**src/rtl/genius_control.sv**
```systemverilog
// Control FSM for the memory game: sequences setup, playback, user entry,
// round check and the result screen by strobing the datapath enables.
module genius_control #(
  parameter int P_RESULT_HOLD = 50_000_000
) (
  input  logic       CLOCK_50,
  input  logic       reset,
  input  logic       enter,
  input  logic       end_FPGA,
  input  logic       end_User,
  input  logic       end_time,
  input  logic       win,
  input  logic       match,
  output logic       R1,
  output logic       R2,
  output logic       E1,
  output logic       E2,
  output logic       E3,
  output logic       E4,
  output logic       SEL,
  output logic [2:0] state
);

  localparam int HOLD_W = $clog2(P_RESULT_HOLD + 1);

  typedef enum logic [2:0] {
    S_INIT  = 3'd0,
    S_SETUP = 3'd1,
    S_PREP  = 3'd2,
    S_SHOW  = 3'd3,
    S_PLAY  = 3'd4,
    S_CHECK = 3'd5,
    S_NEXT  = 3'd6,
    S_WIN   = 3'd7
  } state_t;

  state_t              state_reg, state_next;
  logic                result_reg, result_next;
  logic [HOLD_W-1:0]   hold_reg, hold_next;
  logic                enter_prev_reg;
  logic                press;

  // History resets high so a key held through reset never counts as a press.
  assign press = enter & ~enter_prev_reg;

  always_ff @(posedge CLOCK_50 or negedge reset) begin
    if (!reset) begin
      state_reg      <= S_INIT;
      result_reg     <= 1'b0;
      hold_reg       <= '0;
      enter_prev_reg <= 1'b1;
    end else begin
      state_reg      <= state_next;
      result_reg     <= result_next;
      hold_reg       <= hold_next;
      enter_prev_reg <= enter;
    end
  end

  always_comb begin
    state_next  = state_reg;
    result_next = result_reg;
    hold_next   = hold_reg;
    if (result_reg) begin
      // Result shares code 7; any other code alongside the result flag is illegal.
      if (state_reg != S_WIN) begin
        state_next  = S_INIT;
        result_next = 1'b0;
      end else if (hold_reg != '0) begin
        hold_next = hold_reg - HOLD_W'(1);
      end else if (press) begin
        state_next  = S_INIT;
        result_next = 1'b0;
      end
    end else begin
      case (state_reg)
        S_INIT:  state_next = S_SETUP;
        S_SETUP: if (press) state_next = S_PREP;
        S_PREP:  state_next = S_SHOW;
        S_SHOW:  if (end_FPGA) state_next = S_PLAY;
        S_PLAY: begin
          if (end_User) begin
            state_next = S_CHECK;
          end else if (end_time) begin
            state_next  = S_WIN;
            result_next = 1'b1;
            hold_next   = HOLD_W'(P_RESULT_HOLD);
          end
        end
        S_CHECK: begin
          if (match) begin
            state_next = S_NEXT;
          end else begin
            state_next  = S_WIN;
            result_next = 1'b1;
            hold_next   = HOLD_W'(P_RESULT_HOLD);
          end
        end
        S_NEXT:  state_next = S_WIN;
        S_WIN: begin
          // Evaluated one cycle after E4 so the round counter has updated.
          if (win) begin
            state_next  = S_WIN;
            result_next = 1'b1;
            hold_next   = HOLD_W'(P_RESULT_HOLD);
          end else begin
            state_next = S_PREP;
          end
        end
        default: state_next = S_INIT;
      endcase
    end
  end

  always_comb begin
    R1    = 1'b0;
    R2    = 1'b0;
    E1    = 1'b0;
    E2    = 1'b0;
    E3    = 1'b0;
    E4    = 1'b0;
    SEL   = 1'b0;
    state = state_reg;
    if (!result_reg) begin
      case (state_reg)
        S_INIT:  begin R1 = 1'b1; R2 = 1'b1; end
        S_SETUP: E1 = 1'b1;
        S_PREP:  begin R2 = 1'b1; SEL = 1'b1; end
        S_SHOW:  begin E3 = 1'b1; SEL = 1'b1; end
        S_PLAY:  begin E2 = 1'b1; SEL = 1'b1; end
        S_CHECK: SEL = 1'b1;
        S_NEXT:  begin E4 = 1'b1; SEL = 1'b1; end
        S_WIN:   SEL = 1'b1;
        default: begin R1 = 1'b1; R2 = 1'b1; end
      endcase
    end
  end

endmodule

```
**config.mk**
```make
export PLATFORM = sky130hd
export DESIGN_NAME = genius_control
export DESIGN_NICKNAME = d
export VERILOG_FILES = /design/src/rtl/genius_control.sv
export SDC_FILE = /design/constraint.sdc
export NUM_CORES = 1
export LEC_CHECK = 0
export BUFFER_PORTS_ARGS = -buffer_cell sky130_fd_sc_hd__clkbuf_2
export CORE_MARGIN = 2
export CORE_UTILIZATION = 53
export CTS_CLUSTER_SIZE = 16
export DETAILED_ROUTE_END_ITERATION = 16
export HOLD_SLACK_MARGIN = 0.05
export PLACE_DENSITY = 0.76
export SKIP_LAST_GASP = 1
export SLEW_MARGIN = 25
export SYNTH_ARGS = -nofsm -noshare
export SYNTH_HDL_FRONTEND = slang
export SYNTH_SLANG_ARGS = --single-unit
```
**constraint.sdc**
```tcl
create_clock -name CLOCK_50 -period 1.8 [get_ports CLOCK_50]
set_input_delay 0.18 -clock CLOCK_50 [delete_from_list [all_inputs] [get_ports CLOCK_50]]
set_output_delay 0.18 -clock CLOCK_50 [all_outputs]
set_load 0.02 [all_outputs]
```
=== Yosys cells after proc, flatten, opt, wreduce, memory -nomap -nowiden ===
Index checks and enable logic that the tools add are counted.

* Flip-flop bits (word level): 31
* Input port bits: 8
* Output and inout port bits: 10
* Word-level logic and storage cells: 75

* Add/sub/neg operators: 1
* Equal/unequal tests: 19
* Mux-type cells: 42
* Bitwise gates (word level): 2
* Reductions and logical operators: 7

{| class="wikitable"
|+ Operators by type and width
! operator !! count
|-
| 26-bit two-way mux || 7
|-
| 26-bit one-hot mux with 3 select lines || 1
|-
| 3-bit two-way mux || 9
|-
| 26-bit nonzero test || 1
|-
| 26-bit by 1-bit subtractor with 26-bit output, second input constant || 1
|-
| 3-bit inequality test, second input constant || 8
|-
| 3-bit one-hot mux with 8 select lines || 1
|-
| 1-bit two-way mux || 23
|-
| 3-bit equality test, second input constant || 4
|-
| 7-bit AND reduction || 1
|-
| 3-bit by 2-bit equality test with 1-bit output, second input constant || 2
|-
| 6-bit OR reduction || 1
|-
| 5-bit AND reduction || 1
|-
| 4-bit inequality test, second input constant || 1
|-
| 4-bit nonzero test || 1
|-
| 3-bit by 1-bit equality test with 1-bit output, second input constant || 1
|-
| 3-bit logical NOT || 1
|-
| 3-bit by 1-bit inequality test with 1-bit output, second input constant || 1
|-
| 1-bit one-hot mux with 3 select lines || 1
|-
| 2-bit by 1-bit inequality test with 1-bit output, second input constant || 1
|-
| 2-bit inequality test, second input constant || 1
|-
| 2-bit OR reduction || 1
|-
| 1-bit bitwise AND || 1
|-
| 1-bit NOT || 1
|}

=== Depth between registers and ports, before layout ===
* Depth in word-level cells: 6
* Depth in mapped cells: 8
* Depth with buffers taken out: 7

=== Least setup slack after synthesis ===
No wires, ideal clock.

* Path type: flip-flop to flip-flop
* Start: reg hold_reg[0]
* End: reg hold_reg[24]
* Library setup time: 0.119 ns
* Arrival time: 1.802 ns
* Required time: 1.681 ns
* Slack: -0.121 ns
* Stages on the path, launching flop included: 8
* Buffers on the path: 0
* Period minus slack after synthesis: 1.921 ns
* Path through: dfrtp_1 > inv_1 > ha_1 > or4b_4 > a211o_4 > nor3_4 > xor2_1 > and2_1

* Cells in the longest elaborated chain, start to end: 4
* Elaborated cells between the ends (all ways): 7
* Those cells by class: add/sub (1); eq/ne (1); mux (3); reduce/logical (2)

{| class="wikitable"
|+ RTL lines
! element !! RTL line !! source
|-
| start, declared || 39 || <nowiki>logic [HOLD_W-1:0] hold_reg, hold_next;</nowiki>
|-
| start signal, assigned || 55 || <nowiki>hold_reg <= hold_next;</nowiki>
|-
| 26-bit by 1-bit subtractor with 26-bit output || 70 || <nowiki>hold_next = hold_reg - HOLD_W'(1);</nowiki>
|-
| 26-bit two-way mux || 69 || <nowiki>end else if (hold_reg != '0) begin</nowiki>
|-
| 26-bit two-way mux || 66 || <nowiki>if (state_reg != S_WIN) begin</nowiki>
|-
| 26-bit two-way mux || 64 || <nowiki>if (result_reg) begin</nowiki>
|}

Parallel ways exist; a longest one is shown, timed or not. The select of a mux whose other input is x is not followed.
A chain may end at the register's enable or synchronous reset.

=== Final worst setup path ===
* Start: reg hold_reg[0]
* End: reg hold_reg[16]

Same word-level chain as after synthesis.

==> flow_summary_export.csv <==
group,metric,value,unit
global_route,grt_max_degree,28,
global_route,overflow,0,
timing,min_period_over_period,112,%
global_route,grt_antenna_before_repair,0,
pwr,internal_power,2.08,mW
logic_synthesis,synth-seq-area-share,40.5,%
min_path,min_to,"state[1]",
pwr,p_switching,1.63,mW
timing,setup_slack,-0.220,ns
routing,route.detailed.drc,0,
timing,post-route-min-period,2.02,ns
setup_path,arrival,2.23,ns
flow_run,drv_cap,0,
setup_path,crit_required,2.01,ns
cts,numCtsBuffers,5,
routing,postRouteAntennaNets,0,
timing,rsz0062_at_grt,"true",
cells_and_area,areaGrowthSynthToFinish,40.5,%
cells_and_area,drive_gt1_share,43.9,%
logic_synthesis,synth_cell_types,53,
timing,tightest_slew,0.559,ns
cells_and_area,fin_util,78.9,%
logic_synthesis,synth_largest_area_cell,"dfrtp_1",
setup_path,rr_startpoint,"hold_reg[0]",
floorplanning,die_x,64.2,µm
cts,cts_buffer_depth,2,
timing,hold_viol_final,0,
cells_and_area,nFillCells,208,
logic_synthesis,synth_edf_count,0,
cts,clock-root-buffer,"clkbuf_4",
cells_and_area,finalNetCount,272,
cts,htreeDepth,2,
setup_path,r2r_slack,-0.22,ns
status,violations,"negative setup slack",
global_route,grt_pass1_vias,1786,
timing,fmax,0.495,GHz
pwr,cellPowerDensity,1370,nW/µm²
pwr,p_comb_share,59.3,%
pwr,pwr-share-clk,12.8,%
setup_path,worstRegToRegCells,7,
cells_and_area,largest_reg_flops,26,
setup_path,r2r_end,"hold_reg[16]",
min_path,min_path_type,"input pin to flip-flop",
logic_synthesis,syn_avg_cell_area,10.0,µm²
cts,clock_sinks,31,
routing,vias,1876,
setup_path,critPathMaxStageDelay,0.50,ns
routing,drt_iter0_markers,106,
floorplanning,core,3420,µm²
routing,routedWlPerCell,17.6,µm
timing,holdWs,0.188,ns
logic_synthesis,synthTopCellsByArea,"dfrtp_1, nand2_1, mux2i_1",
min_path,worstHoldStart,"end_FPGA",
setup_path,worstPathCellList,"inv_1, ha_2, or4b_4, nor2_1, nand3_4, o311ai_1, o41ai_1",
routing,finalWirelength,5460,µm
cts,clock_latency,0.34,ns
pwr,power_frac_seq,27.9,%
floorplanning,io_pins,18,
floorplanning,fp.dieH,64.2,µm
cts,cts_tree,"yes",
pwr,p_leak,1.11,nW
cts,clkTransAtPathRegs,0.10,ns
cells_and_area,seqCellArea,778,µm²
timing,slew_violations,0,
setup_path,end_kind,"flip-flop",
setup_path,worstSetupStartpointType,"flip-flop",
min_path,hold-path-cell-count,4,
logic_synthesis,syn_inst,191,
global_route,grt_pass1_wl,8260,µm
logic_synthesis,ys.warnings.count,0,
logic_synthesis,synth_area,1920,µm²
placement,gp_congestion,0.929,
placement,hpwlAfterDp,3350,µm
timing,slew-limit-headroom,62.2,%
timing,setup_viol,24,
routing,via_per_inst,6.05,
setup_path,crit_slowest_cell,"or4b_4",
floorplanning,start_util,56.2,%
logic_synthesis,async_reset_ff_share,100,%
pwr,p_sw_share,43.9,%
routing,dr.pass1.iters,4,
logic_synthesis,ys_ff_latch,31,
status,outcome,"finished with violations",
global_route,globalRouteTotalUtil,25.7,%
cells_and_area,multi_input_area,1220,µm²
logic_synthesis,synthFlopType,"dfrtp_1",
pwr,ir_drop,1.17,mV
cells_and_area,insertedDiodeCount,0,
logic_synthesis,syn-num-nets,200,
placement,io_buffers,17,
setup_path,path_max_fanout,3,
floorplanning,num_rows,21,
logic_synthesis,synth_top_area_share,39.1,%
floorplanning,dieArea,4120,µm²
setup_path,path_class,"flip-flop to flip-flop",
timing,finalClockSkew,0.00582,ns
[worst max path at each step]
| stage | startpoint | end | slack [ns] | cells after the start |
|---|---|---|---|---|
| 2_1_floorplan | hold_reg[0] | hold_reg[24] | -0.12 | 7 |
| 3_3_place_gp | hold_reg[0] | hold_reg[24] | -0.12 | 7 |
| 3_5_place_dp | hold_reg[1] | hold_reg[24] | -0.15 | 7 |
| 4_1_cts | hold_reg[0] | hold_reg[24] | -0.16 | 7 |
| 5_1_grt | hold_reg[0] | hold_reg[16] | -0.33 | 7 |
| 6_report | hold_reg[0] | hold_reg[16] | -0.22 | 7 |
[power groups by stage]
stage	logic, mW	clock network, mW	registers, mW
finish	2.20	0.475	1.03
global route	2.34	0.509	1.05
CTS	1.99	0.478	1.02
detailed placement	1.78	0	1.04
global placement	1.72	0	1.02
floorplan	1.06	0	1.04
[cells in the mapped netlist, types with 2 or more instances]
cell / n
buf_4: 2
nor4_2: 2
buf_2: 4
o31ai_1: 2
and3_1: 2
clkbuf_1: 3
nor2b_1: 2
dfrtp_1: 30
o21ai_0: 3
nand4_1: 7
xnor2_1: 5
o21bai_1: 2
nor3_4: 2
nor3_2: 3
nand3b_1: 2
nor2_1: 11
mux2i_1: 6
nor4_4: 2
inv_1: 3
o41ai_1: 4
xor2_1: 5
a31oi_1: 2
or4_1: 3
nor3b_1: 2
nor4_1: 5
o311ai_1: 2
and4_1: 2
nor3_1: 7
and2_1: 4
nand2b_1: 4
nand3_1: 8
o311ai_0: 3
nand2_1: 23
nor4b_1: 2
a21oi_1: 4
[timing repair]
action                                 CTS  global route
hold buffers                             2             0
setup endpoints to repair               28            30
endpoints found under the hold margin   17             0
gates cloned                             0             0
resized for setup                       15            18
setup buffers                            9             6
pin swaps                               15            17
[cell usage in the layout (no fill, tap or decap), drive strengths merged, types with 3 or more instances in the layout]
cell	synthesis	layout
a21oi	4	4
and2	4	4
buf	7	56
clkbuf	3	25
dfrtp	30	30
inv	3	3
mux2i	6	6
nand2	23	23
nand2b	4	4
nand3	9	9
nand4	8	8
nor2	11	11
nor3	12	12
nor4	9	9
nor4b	3	3
o21ai	5	5
o311ai	5	5
o31ai	3	3
o41ai	5	5
or4	4	4
xnor2	5	5
xor2	5	5
[cell type report]
type | count | area share (%)
tap | 46 | 2.13
inverter | 3 | 0.418
clock buffer | 8 | 2.55
sequential | 31 | 28.9
timing repair buffer | 75 | 20.6
multi-input combinational | 147 | 45.4
[kinds of logic (layout without fill, tap and decap cells)]
family,after synthesis,in the layout,synth area share (%)
and+or+nand+nor,101,101,35.1
DFF,31,31,40.5
AOI/OAI and AO/OA,29,29,12.5
buffers and inverters,13,86,3.59
xor gates and xnor gates,10,10,4.56
muxes,6,6,3.13
adders and majority gates,1,1,0.652
[critical path: cells and delay by family, from the launching register on]
kind	cells	cell delay (ns)
AO/OA/AOI/OAI	2	0.45
adder cells (fa/ha/maj)	1	0.19
buffers and inverters	1	0.07
flip-flops	1	0.39
AND/OR/NAND/NOR	3	0.80
[per-layer routing]
| layer | up-vias | track usage (%) | part of all wire (%) |
|---|---|---|---|
| met1 | 919 | 33.0 | 42 |
| met4 | 0 | 8.24 | 3.2 |
| li1 | 864 | - | - |
| met3 | 22 | 6.16 | 5.1 |
| met5 | - | 0 | 0 |
| met2 | 71 | 42.6 | 49 |
[stage by stage]
stage | power [mW] | cells | setup TNS (ns) | setup slack (ns) | area [µm²]
6_report | 3.71 | 310 | -2.35 | -0.220 | 2700
5_1_grt | 3.91 | 310 | -5.23 | -0.331 | 2700
4_1_cts | 3.49 | 306 | -1.36 | -0.164 | 2570
3_5_place_dp | 2.82 | 287 | -1.59 | -0.155 | 2350
3_3_place_gp | 2.74 | 287 | -0.963 | -0.115 | 2350
2_1_floorplan | 2.10 | 191 | -0.590 | -0.121 | 1930
Note: power is estimated with default switching activity, not from simulation.
